--- src/rtl/bp_resolve.sv ---
// Branch resolution: queues fetch-time predictions, checks them against execute,
// raises redirects and drives the predictor's registered training interface.
module bp_resolve #(
    parameter int DEPTH = 4,
    parameter int AW    = 32,
    parameter int CW    = 32
) (
    input  logic                       clk,
    input  logic                       rst,
    input  logic                       pred_valid_i,
    input  logic [AW-1:0]              pred_pc_i,
    input  logic                       pred_taken_i,
    input  logic [AW-1:0]              pred_target_i,
    output logic                       pred_ready_o,
    input  logic                       res_valid_i,
    input  logic                       res_taken_i,
    input  logic [AW-1:0]              res_target_i,
    input  logic                       flush_i,
    output logic                       redirect_o,
    output logic [AW-1:0]              redirect_addr_o,
    output logic                       last_need_predict_o,
    output logic                       last_jump_o,
    output logic [AW-1:0]              last_addr_o,
    output logic [$clog2(DEPTH):0]     count_o,
    output logic [CW-1:0]              branch_cnt_o,
    output logic [CW-1:0]              mispred_cnt_o,
    output logic                       err_o
);

    localparam int PW = $clog2(DEPTH);

    logic [AW-1:0] pc_mem [DEPTH];
    logic [AW-1:0] tg_mem [DEPTH];
    logic          tk_mem [DEPTH];

    logic [PW:0]   wptr;
    logic [PW:0]   rptr;
    logic          full;
    logic          empty;
    logic          push;
    logic          pop;
    logic          mispred;
    logic          clear;
    logic [AW-1:0] head_pc;
    logic [AW-1:0] head_tg;
    logic          head_tk;
    logic [CW-1:0] bcnt;
    logic [CW-1:0] mcnt;

    // Pointers carry one extra wrap bit to tell full from empty.
    assign full  = (wptr[PW] != rptr[PW]) && (wptr[PW-1:0] == rptr[PW-1:0]);
    assign empty = (wptr == rptr);

    assign head_pc = pc_mem[rptr[PW-1:0]];
    assign head_tg = tg_mem[rptr[PW-1:0]];
    assign head_tk = tk_mem[rptr[PW-1:0]];

    assign pred_ready_o = !full;
    assign push         = pred_valid_i && !full;
    assign pop          = res_valid_i && !empty;

    assign mispred = (head_tk != res_taken_i) ||
                     (head_tk && res_taken_i && (head_tg != res_target_i));

    assign redirect_o = pop && mispred;
    assign clear      = redirect_o || flush_i;

    always_comb begin
        redirect_addr_o = '0;
        if (redirect_o)
            redirect_addr_o = res_taken_i ? res_target_i : head_pc + AW'(4);
    end

    assign count_o       = wptr - rptr;
    assign branch_cnt_o  = bcnt;
    assign mispred_cnt_o = mcnt;

    always_ff @(posedge clk) begin
        if (push) begin
            pc_mem[wptr[PW-1:0]] <= pred_pc_i;
            tg_mem[wptr[PW-1:0]] <= pred_target_i;
            tk_mem[wptr[PW-1:0]] <= pred_taken_i;
        end
    end

    // A mispredict or flush drops everything queued, including a same-cycle push.
    always_ff @(posedge clk or negedge rst) begin
        if (!rst) begin
            wptr <= '0;
            rptr <= '0;
        end else if (clear) begin
            wptr <= '0;
            rptr <= '0;
        end else begin
            if (push)
                wptr <= wptr + 1'b1;
            if (pop)
                rptr <= rptr + 1'b1;
        end
    end

    always_ff @(posedge clk or negedge rst) begin
        if (!rst) begin
            last_need_predict_o <= 1'b0;
            last_jump_o         <= 1'b0;
            last_addr_o         <= '0;
        end else begin
            last_need_predict_o <= pop;
            if (pop) begin
                last_jump_o <= res_taken_i;
                last_addr_o <= head_pc;
            end
        end
    end

    always_ff @(posedge clk or negedge rst) begin
        if (!rst) begin
            bcnt  <= '0;
            mcnt  <= '0;
            err_o <= 1'b0;
        end else begin
            if (pop && (bcnt != {CW{1'b1}}))
                bcnt <= bcnt + 1'b1;
            if (redirect_o && (mcnt != {CW{1'b1}}))
                mcnt <= mcnt + 1'b1;
            if (res_valid_i && empty)
                err_o <= 1'b1;
        end
    end

endmodule

--- config.mk ---
export PLATFORM = sky130hd
export DESIGN_NAME = bp_resolve
export DESIGN_NICKNAME = d
export VERILOG_FILES = /design/src/rtl/bp_resolve.sv
export SDC_FILE = /design/constraint.sdc
export NUM_CORES = 1
export LEC_CHECK = 0
export ABC_AREA = 0
export BUFFER_PORTS_ARGS = -buffer_cell sky130_fd_sc_hd__buf_4
export CORE_AREA = 5 5 203 205
export DETAILED_ROUTE_END_ITERATION = 10
export DIE_AREA = 0 0 208 210
export GPL_TIMING_DRIVEN = 0
export PLACE_DENSITY = 0.55
export SYNTH_ARGS = -nofsm -noshare
export SYNTH_HDL_FRONTEND = slang
export SYNTH_SLANG_ARGS = --single-unit
--- constraint.sdc ---
create_clock -name clk -period 10.4 [get_ports clk]
set_clock_uncertainty 0.1 [all_clocks]
set_input_delay 1.04 -clock clk [delete_from_list [all_inputs] [get_ports clk]]
set_output_delay 1.04 -clock clk [all_outputs]
set_load 0.005 [all_outputs]
# ---- Word-level counts from Yosys, hierarchy flattened
# Memories as Yosys holds them, arrays and structs flattened.
# Cells that the tools add are included.
dict set report word_totals {
  wordCells 47
  register_bits 105
  inputBits 103
  memories 3
  mem_bits_rw 260
}
# memory depth word_bits read_ports rd_ports_with_merged_regs wr line
set mem_list {}
lappend mem_list {pc_mem 4 32 1 0 1 32} ;# logic [AW-1:0] pc_mem [DEPTH];
lappend mem_list {tg_mem 4 32 1 0 1 33} ;# logic [AW-1:0] tg_mem [DEPTH];
lappend mem_list {tk_mem 4 1 1 0 1 34} ;# logic tk_mem [DEPTH];
dict set report op_classes {
  n_mux 8
  n_reduce_logical 15
  add_sub_neg 6
  eq_ne 7
}
# operator count
set op_table {}
lappend op_table {{adder 32 x 1 -> 32 bit (second input constant)} 2}
lappend op_table {{two-way mux 32 bit} 2}
lappend op_table {{inequality test 32 bit (second input constant)} 2}
lappend op_table {{adder 32 x 3 -> 32 bit (second input constant)} 1}
lappend op_table {{inequality test 32 bit} 1}
lappend op_table {{two-way mux 3 bit} 4}
lappend op_table {{logical AND 1 bit} 9}
lappend op_table {{adder 3 x 1 -> 3 bit (second input constant)} 2}
lappend op_table {{nonzero test 2 bit} 2}
lappend op_table {{equality test 3 bit} 1}
lappend op_table {{subtractor 3 bit} 1}
lappend op_table {{equality test 2 bit} 1}
lappend op_table {{zero test 1 bit} 2}
lappend op_table {{logical OR 1 bit} 2}
lappend op_table {{two-way mux 1 bit} 2}
lappend op_table {{inequality test 1 bit} 2}

# ---- Logic depth before layout (Yosys ltp)
# Gate-level depths: netlist of run 1.
# An unclocked memory read counts as a cell.
dict set report depth {
  depth_word 7
  depth_mapped 14
  depth_no_buf 10
}

# ---- Worst setup path before layout of run 1
# OpenSTA, ideal clock, no wires.
dict set report synth_path {
  path_type {register -> output}
  start {register rptr[0]}
  end {output redirect_addr_o[22]}
  required_time_ns 9.260
  arrival_ns 2.719
  path_stages_with_launch 13
  n_path_buf 5
  setup_slack_ns 6.541
  path_cell_list {dfrtp_1 buf_2 buf_6 buf_4 buf_4 mux4_2 ha_1 nor2_1 nor2_1 nand2_4 inv_2 buf_6 o211a_1}
}
dict set report synth_via {
  elab_chain_len 6
  elab_cells_between_ends 15
  classes_between {add/sub (1); eq/ne (3); mux (2); reduce/logical (6); memory (3)}
}
# item line
set synth_rtl {}
lappend synth_rtl {{from (decl)} 37} ;# logic [PW:0] rptr;
lappend synth_rtl {{from (signal assigned)} 98} ;# rptr <= rptr + 1'b1;
lappend synth_rtl {{memory (4 x 32 bit) or memory (4 x 1 bit) (tied branches)} n/a}
lappend synth_rtl {{inequality test 32 bit or logical AND 1 bit (tied branches)} 63} ;# (head_tk && res_taken_i && (head_tg != res_target_i));
lappend synth_rtl {{logical AND 1 bit} 63}
lappend synth_rtl {{logical OR 1 bit} 62} ;# assign mispred = (head_tk != res_taken_i) ||
lappend synth_rtl {{logical AND 1 bit (*)} 65} ;# assign redirect_o = pop && mispred;
lappend synth_rtl {{via redirect_o} 19} ;# output logic redirect_o,
lappend synth_rtl {{two-way mux 32 bit (*)} 70} ;# if (redirect_o)
lappend synth_rtl {{to (decl)} 20} ;# output logic [AW-1:0] redirect_addr_o,
# Mark *: on every way through the listed nets, which the timed path passes. The rest lies on a longest branch.

# ---- Worst setup path after layout of run 1
dict set report layout_path {
  start {register rptr[0]}
  end {output redirect_addr_o[24]}
}
dict set report layout_via {
  elab_chain_len 6
  elab_cells_between_ends 15
  classes_between {add/sub (1); eq/ne (3); mux (2); reduce/logical (6); memory (3)}
}
# item line
set layout_rtl {}
lappend layout_rtl {{branches (longest 5 deep; another with memory (4 x 32 bit))} n/a}
lappend layout_rtl {{two-way mux 32 bit (*)} 70}
# Mark *: on every way between the ends.

==> results of run 1 <==
## state kept, by name, indices dropped and copies added (netlist names)
| register | count |
|---|---|
| last_need_predict_o | 1 |
| err_o | 1 |
| mispred_cnt_o | 32 |
| tk_mem | 4 |
| branch_cnt_o | 32 |
| wptr | 3 |
| tg_mem | 128 |
| last_addr_o | 32 |
| rptr | 3 |
| pc_mem | 128 |
| last_jump_o | 1 |
## routing by layer
layer	wire length, um	vias to the layer above	track usage, %	share of wire (%)
met3	3070	55	4.69	7.3
met2	19900	307	30.9	47
met1	18400	4855	26.3	44
met5	27	-	0	0.064
li1	-	4380	-	-
met4	787	4	4.69	1.9
## per-stage QoR
stage                     setup slack [ps]  instances  power [mW]
after floorplan                       6540       1011        2.11
after global placement                4460       1774        2.46
after detailed placement              5260       1779        2.47
after CTS                             4640       1855        3.89
after global routing                  4470       1855        4.01
final                                 4680       1856        3.83
## logic make-up after synthesis
family | count (synthesis) | synth area share [%]
AOI/OAI and AO/OA | 40 | 1.90
xor gates and xnor gates | 124 | 7.00
adders and majority gates | 12 | 1.02
buffers and inverters | 49 | 1.64
DFF | 365 | 67.2
muxes | 78 | 10.2
and+or+nand+nor | 343 | 11.0
## where the power goes
part | total [mW] | internal (mW) | switching [mW]
clock network | 1.41 | 0.822 | 0.585
registers | 1.80 | 1.71 | 0.0821
logic | 0.632 | 0.303 | 0.329
## area by class of cell
| type | count | area, um2 | area share (%) |
|---|---|---|---|
| antenna | 1 | 2.50 | 0.0129 |
| buffer | 35 | 201 | 1.04 |
| clock buffer | 52 | 1130 | 5.80 |
| clock inverter | 24 | 193 | 0.991 |
| inverter | 14 | 52.6 | 0.270 |
| multi-input combinational | 597 | 4850 | 24.9 |
| sequential | 365 | 10400 | 53.7 |
| tap | 525 | 657 | 3.38 |
| timing repair buffer | 243 | 1930 | 9.91 |
## worst max path at each step
stage	endpoint	from	depth (start not counted)
floorplan	redirect_addr_o[22]	rptr[0]	12
global placement	pc_mem[3][13]	rptr[1]	8
detailed placement	redirect_addr_o[24]	rptr[0]	12
CTS	redirect_addr_o[24]	rptr[0]	12
global route	redirect_addr_o[24]	rptr[0]	12
finish	redirect_addr_o[24]	rptr[0]	12
## placed cells by master, fill, tap and decap left out, types with 3 or more instances in the layout
cell type and n:
and2_1 8, or3_1 3, clkbuf_1 19, nor3_1 16, and4_1 13, nor4_1 4, buf_16 5, nand3b_1 4
clkbuf_16 42, nand4_1 39, buf_4 243, xor2_1 20, edfxtp_1 260, and3_4 4, mux2_2 3, xnor2_1 104
o211a_1 14, ha_1 11, mux2i_1 11, clkinv_2 11, buf_6 6, inv_1 12, dfrtp_1 105, o21ai_0 6
mux4_2 64, nor2_1 43, buf_1 3, nand2b_1 15, and3_1 16, a31oi_1 3, buf_2 8, clkbuf_8 4
nand3_1 34, nand2_1 134, a21oi_1 10, clkinv_1 7
==> reports/results.tsv, run 1 <==
metric	value	unit
io_buffers	238	
cp-end-kind	output pin	
ir_drop	0.103	mV
finalSetupTns	0	ps
p_leak	7.58	nW
grt_first_pass_wirelength	62800	um
setup_viol	0	
cp_max_fo	10	
cp_data_arrival_time	4580	ps
ys_seq_elements	365	
htreeDepth	2	
fin_crit	5720	ps
fill_cells	3468	
yosys_most_used_dff	edfxtp_1	
synth.largest_area_cell	edfxtp_1	
slowest_delay	730	ps
crit_path_top_delay_cell	nor4_1	
cts_sinks	365	
ff2ff_setup_slack	5840	ps
powerDensity	197	mW/mm2
fp.dieW	208	um
crit_required	9260	ps
crit_top_cell	buf_4	
critPathKind	flop to output pin	
drive_above_1_share	30.5	%
synthMostInstantiatedCell	edfxtp_1	
synth_edf_count	260	
reg2regPathDepth	13	
place_area	0.0181	mm2
hold_violations	0	
cp-start-kind	flop	
track_usage	19.1	%
synthCells	1011	
synth_common_cells	edfxtp_1, nand2_1, dfrtp_1, xnor2_1, mux4_2	
utilization	49.5	%
post_cts_buffers	0	
drt-vias-per-instance	5.17	
die_y	210	um
dieArea	0.0437	mm2
via_count	9601	
critPathBufInv	5	
fin_nets	1412	
grt_max_degree	58	
finalInstanceArea	0.0194	mm2
drc_errors	0	
initialDrtViolationCount	609	
ant_nets	0	
syn_area	0.0155	mm2
fmax	0.175	GHz
grt_pass1_vias	9867	
cp_top_family	simple AND/OR/NAND/NOR gates	
synth_nets	1126	
row_count	73	
holdWs	341	ps
clockRootBuffer	clkbuf_16	
hp-class	input port to async pin	
cts_inserted_buffers	41	
gp_congestion	0.809	
drt_pre_antenna_iters	5	
synthArstFlopShare	28.8	%
grt_overflow	0	
run_status	finished clean	
hpwl	30400	um
synth_top_area_share	50.3	%
slew_violations	0	
antenna_found_initial	3	
yosysWarningCount	0	
start_util	39.5	%
synth_cell_types	45	
rsz0062_at_grt	false	
cts_hold_buf	0	
cts_resized	0	
yosysSeqAreaShare	67.2	%
cts_tree	done	
wl_per_cell	22.7	um
max_cap_violations	0	
syn_area_per_cell	15.4	um2
io_pins	239	
path_clk_slew	60	ps
r2r_start	rptr[1]	
routed_wirelength	42200	um
cts_buffer_depth	3	
syn2layout_area_growth	25.3	%
slew_headroom	27.1	%
fin_crit_sh	55.0	%
worst_skew_pair.late_latency	560	ps
timing.rr.end	mispred_cnt_o[27]	
fp.coreArea	0.0393	mm2
crit_chain	buf_2 -> buf_4 -> mux4_2 -> xnor2_1 -> nand4_1 -> nor4_1 -> nand3b_1 -> nand2_4 -> inv_2 -> buf_6 -> o211a_1 -> buf_4	
synth_area_leaders	edfxtp_1, dfrtp_1, mux4_2, xnor2_1, nand2_1	
worst_slew_pin_slew	1080	ps
(Power assumes the default switching activity.)
==> inputs of run 2 (changes only) <==
clock period = 5.31 ns   (was 10.4 ns; I/O delays follow)
==> run 2 against run 1 <==
  * Sequential share of layout area about the same
  * Final cell count hardly changed
  * Worst setup slack got worse by 4300 ps
  * Sequential power is 96% higher
  * First-iteration DRC count shrank 2.3%
  * Cell area hardly changed
  * Clock power up 96%
==> reports/results.tsv, run 2 (synthesized netlist as in run 1, its figures left out) <==
metric	value	unit	change
fmax	0.203	GHz	
path_clk_slew	60	ps	about the same
routed_wirelength	42200	um	about the same
grt_overflow	0		unchanged
switchingPower	1.95	mW	was 0.996 mW
ant_nets	0		unchanged
fin_crit	4920	ps	
cts_tree	done		unchanged
placedCellCount	1779		unchanged
crit_required	4680	ps	was 9260 ps
seq_power_share	46.8	%	about the same
fin_nets	1413		was 1412
p_leak	7.59	nW	was 7.58 nW
gp_congestion	0.809		unchanged
timing.rr.end	mispred_cnt_o[27]		unchanged
use_met2	30.9	%	about the same
powerDensity	386	mW/mm2	was 197 mW/mm2
start_util	39.5	%	unchanged
cts_buffer_depth	3		unchanged
drt_pre_antenna_iters	5		unchanged
htreeDepth	2		unchanged
ff2ff_setup_slack	720	ps	was 5840 ps
dieArea	0.0437	mm2	unchanged
reg2regPathDepth	13		unchanged
fin_crit_sh	92.6	%	
io_buffers	238		unchanged
ir_drop	0.203	mV	was 0.103 mV
hold_violations	0		unchanged
setup_viol	0		unchanged
fp.dieW	208	um	unchanged
cts_inserted_buffers	41		unchanged
grt_pass1_vias	9872		was 9867
power_frac_comb	16.5	%	about the same
holdWs	66.6	ps	was 341 ps
finalSetupTns	0	ps	unchanged
run_status	finished clean		unchanged
power.internal	5.56	mW	was 2.84 mW
cp_data_arrival_time	4290	ps	was 4580 ps
cp-end-kind	output pin		unchanged
grt_first_pass_wirelength	62900	um	was 62800 um
layout_commonest_cell	edfxtp_1		unchanged
min_from	pred_pc_i[21]		
mostFrequentLayoutCells	edfxtp_1, buf_4, nand2_1, dfrtp_1, xnor2_1		unchanged
row_count	73		unchanged
die_y	210	um	unchanged
holdPathEnd	pc_mem[0][21]		
worst_skew_pair.late_latency	560	ps	about the same
drive_above_1_share	30.5	%	about the same
cp_max_fo	10		unchanged
grtUsageMet3	4.67	%	was 4.69%
drc_errors	0		unchanged
top_usage_layer	met2		unchanged
hold_path_depth	1		
via_count	9657		was 9601
slew_headroom	26.3	%	was 27.1%
fp.coreArea	0.0393	mm2	unchanged
hp-class	input port to flop		was input port to async pin
grt_max_degree	58		unchanged
startpoint	rptr[0]		unchanged
rsz0062_at_grt	false		unchanged
cp-start-kind	flop		unchanged
slew_violations	0		unchanged
io_pins	239		unchanged
syn2layout_area_growth	25.4	%	was 25.3%
drt-vias-per-instance	5.20		was 5.17
track_usage	19.1	%	about the same
cts_sinks	365		unchanged
wl_per_cell	22.7	um	about the same
clockRootBuffer	clkbuf_16		unchanged
swShare	26.0	%	about the same
r2r_start	rptr[1]		unchanged
critPathKind	flop to output pin		unchanged
clockPowerShare	36.7	%	about the same
hpwl	30400	um	unchanged
grt_use_met1	26.3	%	about the same
initialDrtViolationCount	595		was 609
max_cap_violations	0		unchanged
worst_slew_pin_slew	1100	ps	was 1080 ps
layoutNonFillerInstCount	1857		was 1856
antenna_found_initial	3		unchanged
## run 2: final cells by class
| class | count | area [um2] |
|---|---|---|
| plain buffers | 35 | 201 |
| multi-input cells | 597 | 4860 |
| inverters | 14 | 52.6 |
| fillers | 3467 | 19800 |
| clock inverters | 24 | 193 |
| clock buffers | 52 | 1130 |
| repair buffers | 244 | 1940 |
| well taps | 525 | 657 |
| diodes | 1 | 2.50 |
| flip-flops and latches | 365 | 10400 |
## run 2: per-layer routing
layer  wire length [um]  up-vias
met2              19900      321
met3               3000       55
li1                   -     4380
met5                 27        -
met4                784        4
met1              18500     4897
## run 2: worst max-delay path, cell delays in order, from the launching register on
cell      delay, ps
dfrtp_1         390
buf_2           240
buf_4           280
mux4_2          540
xnor2_1         310
nand4_1         190
nor4_2          490
nand3b_1        380
nand2_4         280
inv_2           140
buf_6           170
o211a_1         150
buf_4           150
## run 2: power groups by stage
stage,Sequential [mW],Combinational [mW],Clock (mW)
3_3_place_gp,3.58,1.23,0
5_1_grt,3.54,1.36,2.95
4_1_cts,3.52,1.27,2.82
6_report,3.52,1.24,2.76
3_5_place_dp,3.58,1.26,0
2_1_floorplan,3.55,0.591,0
## run 2: worst max path at each step
stage                               end  slack, ps
global placement          pc_mem[3][13]       -630
floorplan                  pc_mem[3][0]       1490
CTS                 redirect_addr_o[24]         60
detailed placement    mispred_cnt_o[27]        630
global route        redirect_addr_o[24]         60
finish              redirect_addr_o[24]        390
## run 2: metrics by stage
stage	cell area (um2)	setup WS, ps	power (mW)	util, %
2_1_floorplan	15500	1490	4.14	-
3_3_place_gp	18000	-634	4.81	45.7
3_5_place_dp	18100	632	4.84	46.1
4_1_cts	19500	60.1	7.61	49.5
5_1_grt	19500	58.7	7.85	49.6
6_report	19500	393	7.51	49.6
## run 2: timing repair
item,CTS,global route
hold buffers,1,0
setup buffers,0,0
hold endpoints to repair,48,0
resized for setup,0,1
setup endpoints to repair,0,9
==> inputs of run 3 (changes only) <==
REMOVE_ABC_BUFFERS = 1   (was default)
==> run 3 against run 2 <==
  * Clock-buffer cell count did not move
  * Final cell count fell by 1.4%
  * Sequential power barely moved
  * Sequential share of layout area barely moved
  * Worst hold slack improved by 14 ps
  * Routed wire length fell by 6.0%
  * Cell area rose by 0.14%
  * Largest power group unchanged
  * Non-clock buffer count fell by 25
  * Global-route usage fell by 1.1 points
  * Critical path depth fell by 1
  * Sequential cell count did not move
  * Die area did not move
==> reports/results.tsv, run 3 (synthesized netlist as in run 1, its figures left out) <==
metric	value	unit	change
worst_slew_pin_slew	1070	ps	was 1100 ps
p_leak	7.59	nW	about the same
via_count	9266		was 9657
fill_cells	3447		was 3467
diodes	0		was 1
place_area	0.0180	mm2	was 0.0181 mm2
drive_above_1_share	30.5	%	about the same
max_cap_violations	0		unchanged
cp-start-kind	flop		unchanged
path_clk_slew	60	ps	about the same
antenna_found_initial	2		was 3
clockRootBuffer	clkbuf_16		unchanged
io_pins	239		unchanged
syn2layout_area_growth	25.6	%	was 25.4%
worst-path-stages	11		was 12
io_buffers	238		unchanged
fmax	0.203	GHz	about the same
ant_nets	0		unchanged
critPathBufInv	4		was 5
hp-class	input port to flop		unchanged
mostFrequentLayoutCells	edfxtp_1, buf_4, nand2_1, xnor2_1, dfrtp_1		was edfxtp_1, buf_4, nand2_1, dfrtp_1, xnor2_1
setup_viol	0		unchanged
switchingPower	1.91	mW	was 1.95 mW
ir_drop	0.207	mV	was 0.203 mV
finalInstanceArea	0.0195	mm2	about the same
swShare	25.1	%	was 26.0%
crit_required	4680	ps	about the same
seq_power_share	46.1	%	was 46.8%
track_usage	18.0	%	was 19.1%
slowest_delay	720	ps	was 540 ps
run_status	finished clean		unchanged
dieArea	0.0437	mm2	unchanged
drt_pre_antenna_iters	4		was 5
slew_violations	0		unchanged
fp.dieW	208	um	unchanged
cp_top_family	simple AND/OR/NAND/NOR gates		unchanged
fin_crit	4920	ps	about the same
critPathKind	flop to output pin		unchanged
drc_errors	0		unchanged
power_frac_comb	16.2	%	was 16.5%
timing.rr.end	mispred_cnt_o[17]		was mispred_cnt_o[27]
cp_max_fo	44		was 10
cp_data_arrival_time	4290	ps	about the same
hold_violations	0		unchanged
slew_headroom	28.4	%	was 26.3%
min_from	pred_pc_i[2]		was pred_pc_i[21]
htreeDepth	2		unchanged
clockPowerShare	37.7	%	was 36.7%
fin_nets	1389		was 1413
placedCellCount	1747		was 1779
fin_crit_sh	92.7	%	was 92.6%
layout_commonest_cell	edfxtp_1		unchanged
cts_inserted_buffers	41		unchanged
fp.coreArea	0.0393	mm2	unchanged
grt_overflow	0		unchanged
hpwl	26900	um	was 30400 um
grt_max_degree	61		was 58
cts_sinks	365		unchanged
powerDensity	390	mW/mm2	was 386 mW/mm2
layoutNonFillerInstCount	1831		was 1857
drt-vias-per-instance	5.06		was 5.20
worst_skew_pair.late_latency	550	ps	was 560 ps
power.internal	5.70	mW	was 5.56 mW
routed_wirelength	39700	um	was 42200 um
reg2regPathDepth	11		was 13
grt_first_pass_wirelength	60200	um	was 62900 um
hold_path_depth	1		unchanged
initialDrtViolationCount	481		was 595
crit_top_cell	buf_4		unchanged
r2r_start	rptr[1]		unchanged
grt_pass1_vias	9692		was 9872
rsz0062_at_grt	false		unchanged
gp_congestion	0.777		was 0.809
crit_path_top_delay_cell	dfrtp_4		was mux4_2
row_count	73		unchanged
ff2ff_setup_slack	640	ps	was 720 ps
crit_chain	buf_16 -> mux4_2 -> xnor2_1 -> nand4_1 -> nor4_4 -> nand3b_1 -> buf_4 -> nand2_4 -> inv_2 -> o211a_1 -> buf_4		was buf_2 -> buf_4 -> mux4_2 -> xnor2_1 -> nand4_1 -> nor4_2 -> nand3b_1 -> nand2_4 -> inv_2 -> buf_6 -> o211a_1 -> buf_4
cts_buffer_depth	3		unchanged
cp-end-kind	output pin		unchanged
wl_per_cell	21.7	um	was 22.7 um
cts_tree	done		unchanged
holdPathEnd	pc_mem[3][2]		was pc_mem[0][21]
start_util	39.5	%	unchanged
die_y	210	um	unchanged
-- run 3: cell count changes in the layout (fill, tap and decap cells not counted), moves of 2 or more --
cell / previous run / this run
clkbuf_8: 4 / 2
buf_6: 6 / 1
bufinv_16: 2 / 5
buf_1: 3 / 0
dfrtp_4: 0 / 2
buf_12: 0 / 2
nor4_4: 0 / 2
buf_2: 8 / 0
clkinv_2: 11 / 8
dfrtp_1: 105 / 103
buf_16: 5 / 7
clkbuf_1: 19 / 7
nor4_2: 3 / 1
-- run 3: worst max-delay path by stage --
stage / slack (ps) / start / to
finish: 390 / rptr[1] / redirect_addr_o[23]
global route: 100 / rptr[1] / redirect_addr_o[23]
CTS: 30 / rptr[0] / redirect_addr_o[23]
detailed placement: -1410 / rptr[0] / redirect_addr_o[23]
global placement: -7370 / rptr[0] / mispred_cnt_o[27]
floorplan: -1830 / rptr[0] / redirect_addr_o[18]
-- run 3: what timing repair did --
action                                  CTS  global route
endpoints found under the setup margin   61            14
pin swaps                                 1             0
endpoints found under the hold margin    45             0
hold buffers                              1             0
resized for setup                         4             0
gates cloned                              1             0
buffers inserted                          3             4
-- run 3: worst register-to-register path: stages, from the launching register on --
cell     delay [ps]
dfrtp_4         720
buf_16          310
inv_1           160
ha_1            320
nand2_1         140
o21ai_4         170
buf_12          230
inv_2           640
o21ai_0         510
nor4_2          900
nand4_1         210
xnor2_1         160
-- run 3: final cells by class --
cell class	instances	area, um2	share of cell area [%]
tap	525	657	3.37
timing repair buffer	254	2080	10.7
multi-input combinational	598	4900	25.1
sequential	365	10400	53.6
clock inverter	23	236	1.21
clock buffer	52	1130	5.80
inverter	14	52.6	0.270
-- run 3: layer usage --
layer	wire [um]	vias up	global-route usage, %
li1	-	4333	-
met1	17200	4653	24.1
met2	19300	228	29.4
met3	2310	48	4.46
met4	874	4	5.32
met5	21	-	0
-- run 3: metrics by stage --
| step | hold slack (ps) | setup WS, ps | total power [mW] | setup TNS [ps] | utilization (%) |
|---|---|---|---|---|---|
| global placement | 349 | -7370 | 4.80 | -1682310 | 45.2 |
| CTS | 39.8 | 30.4 | 7.73 | 0 | 49.6 |
| floorplan | 135 | -1830 | 4.12 | -235100 | - |
| global route | 55.0 | 95.9 | 7.97 | 0 | 49.6 |
| detailed placement | 353 | -1410 | 4.81 | -41860 | 45.9 |
| finish | 80.6 | 388 | 7.60 | 0 | 49.6 |
-- run 3: power by group through the flow --
stage / registers (mW) / clock network [mW] / logic [mW]
after global routing: 3.53 / 3.07 / 1.37
after detailed placement: 3.58 / 0 / 1.23
after global placement: 3.61 / 0 / 1.19
after floorplan: 3.57 / 0 / 0.548
final: 3.50 / 2.87 / 1.23
after CTS: 3.52 / 2.96 / 1.26
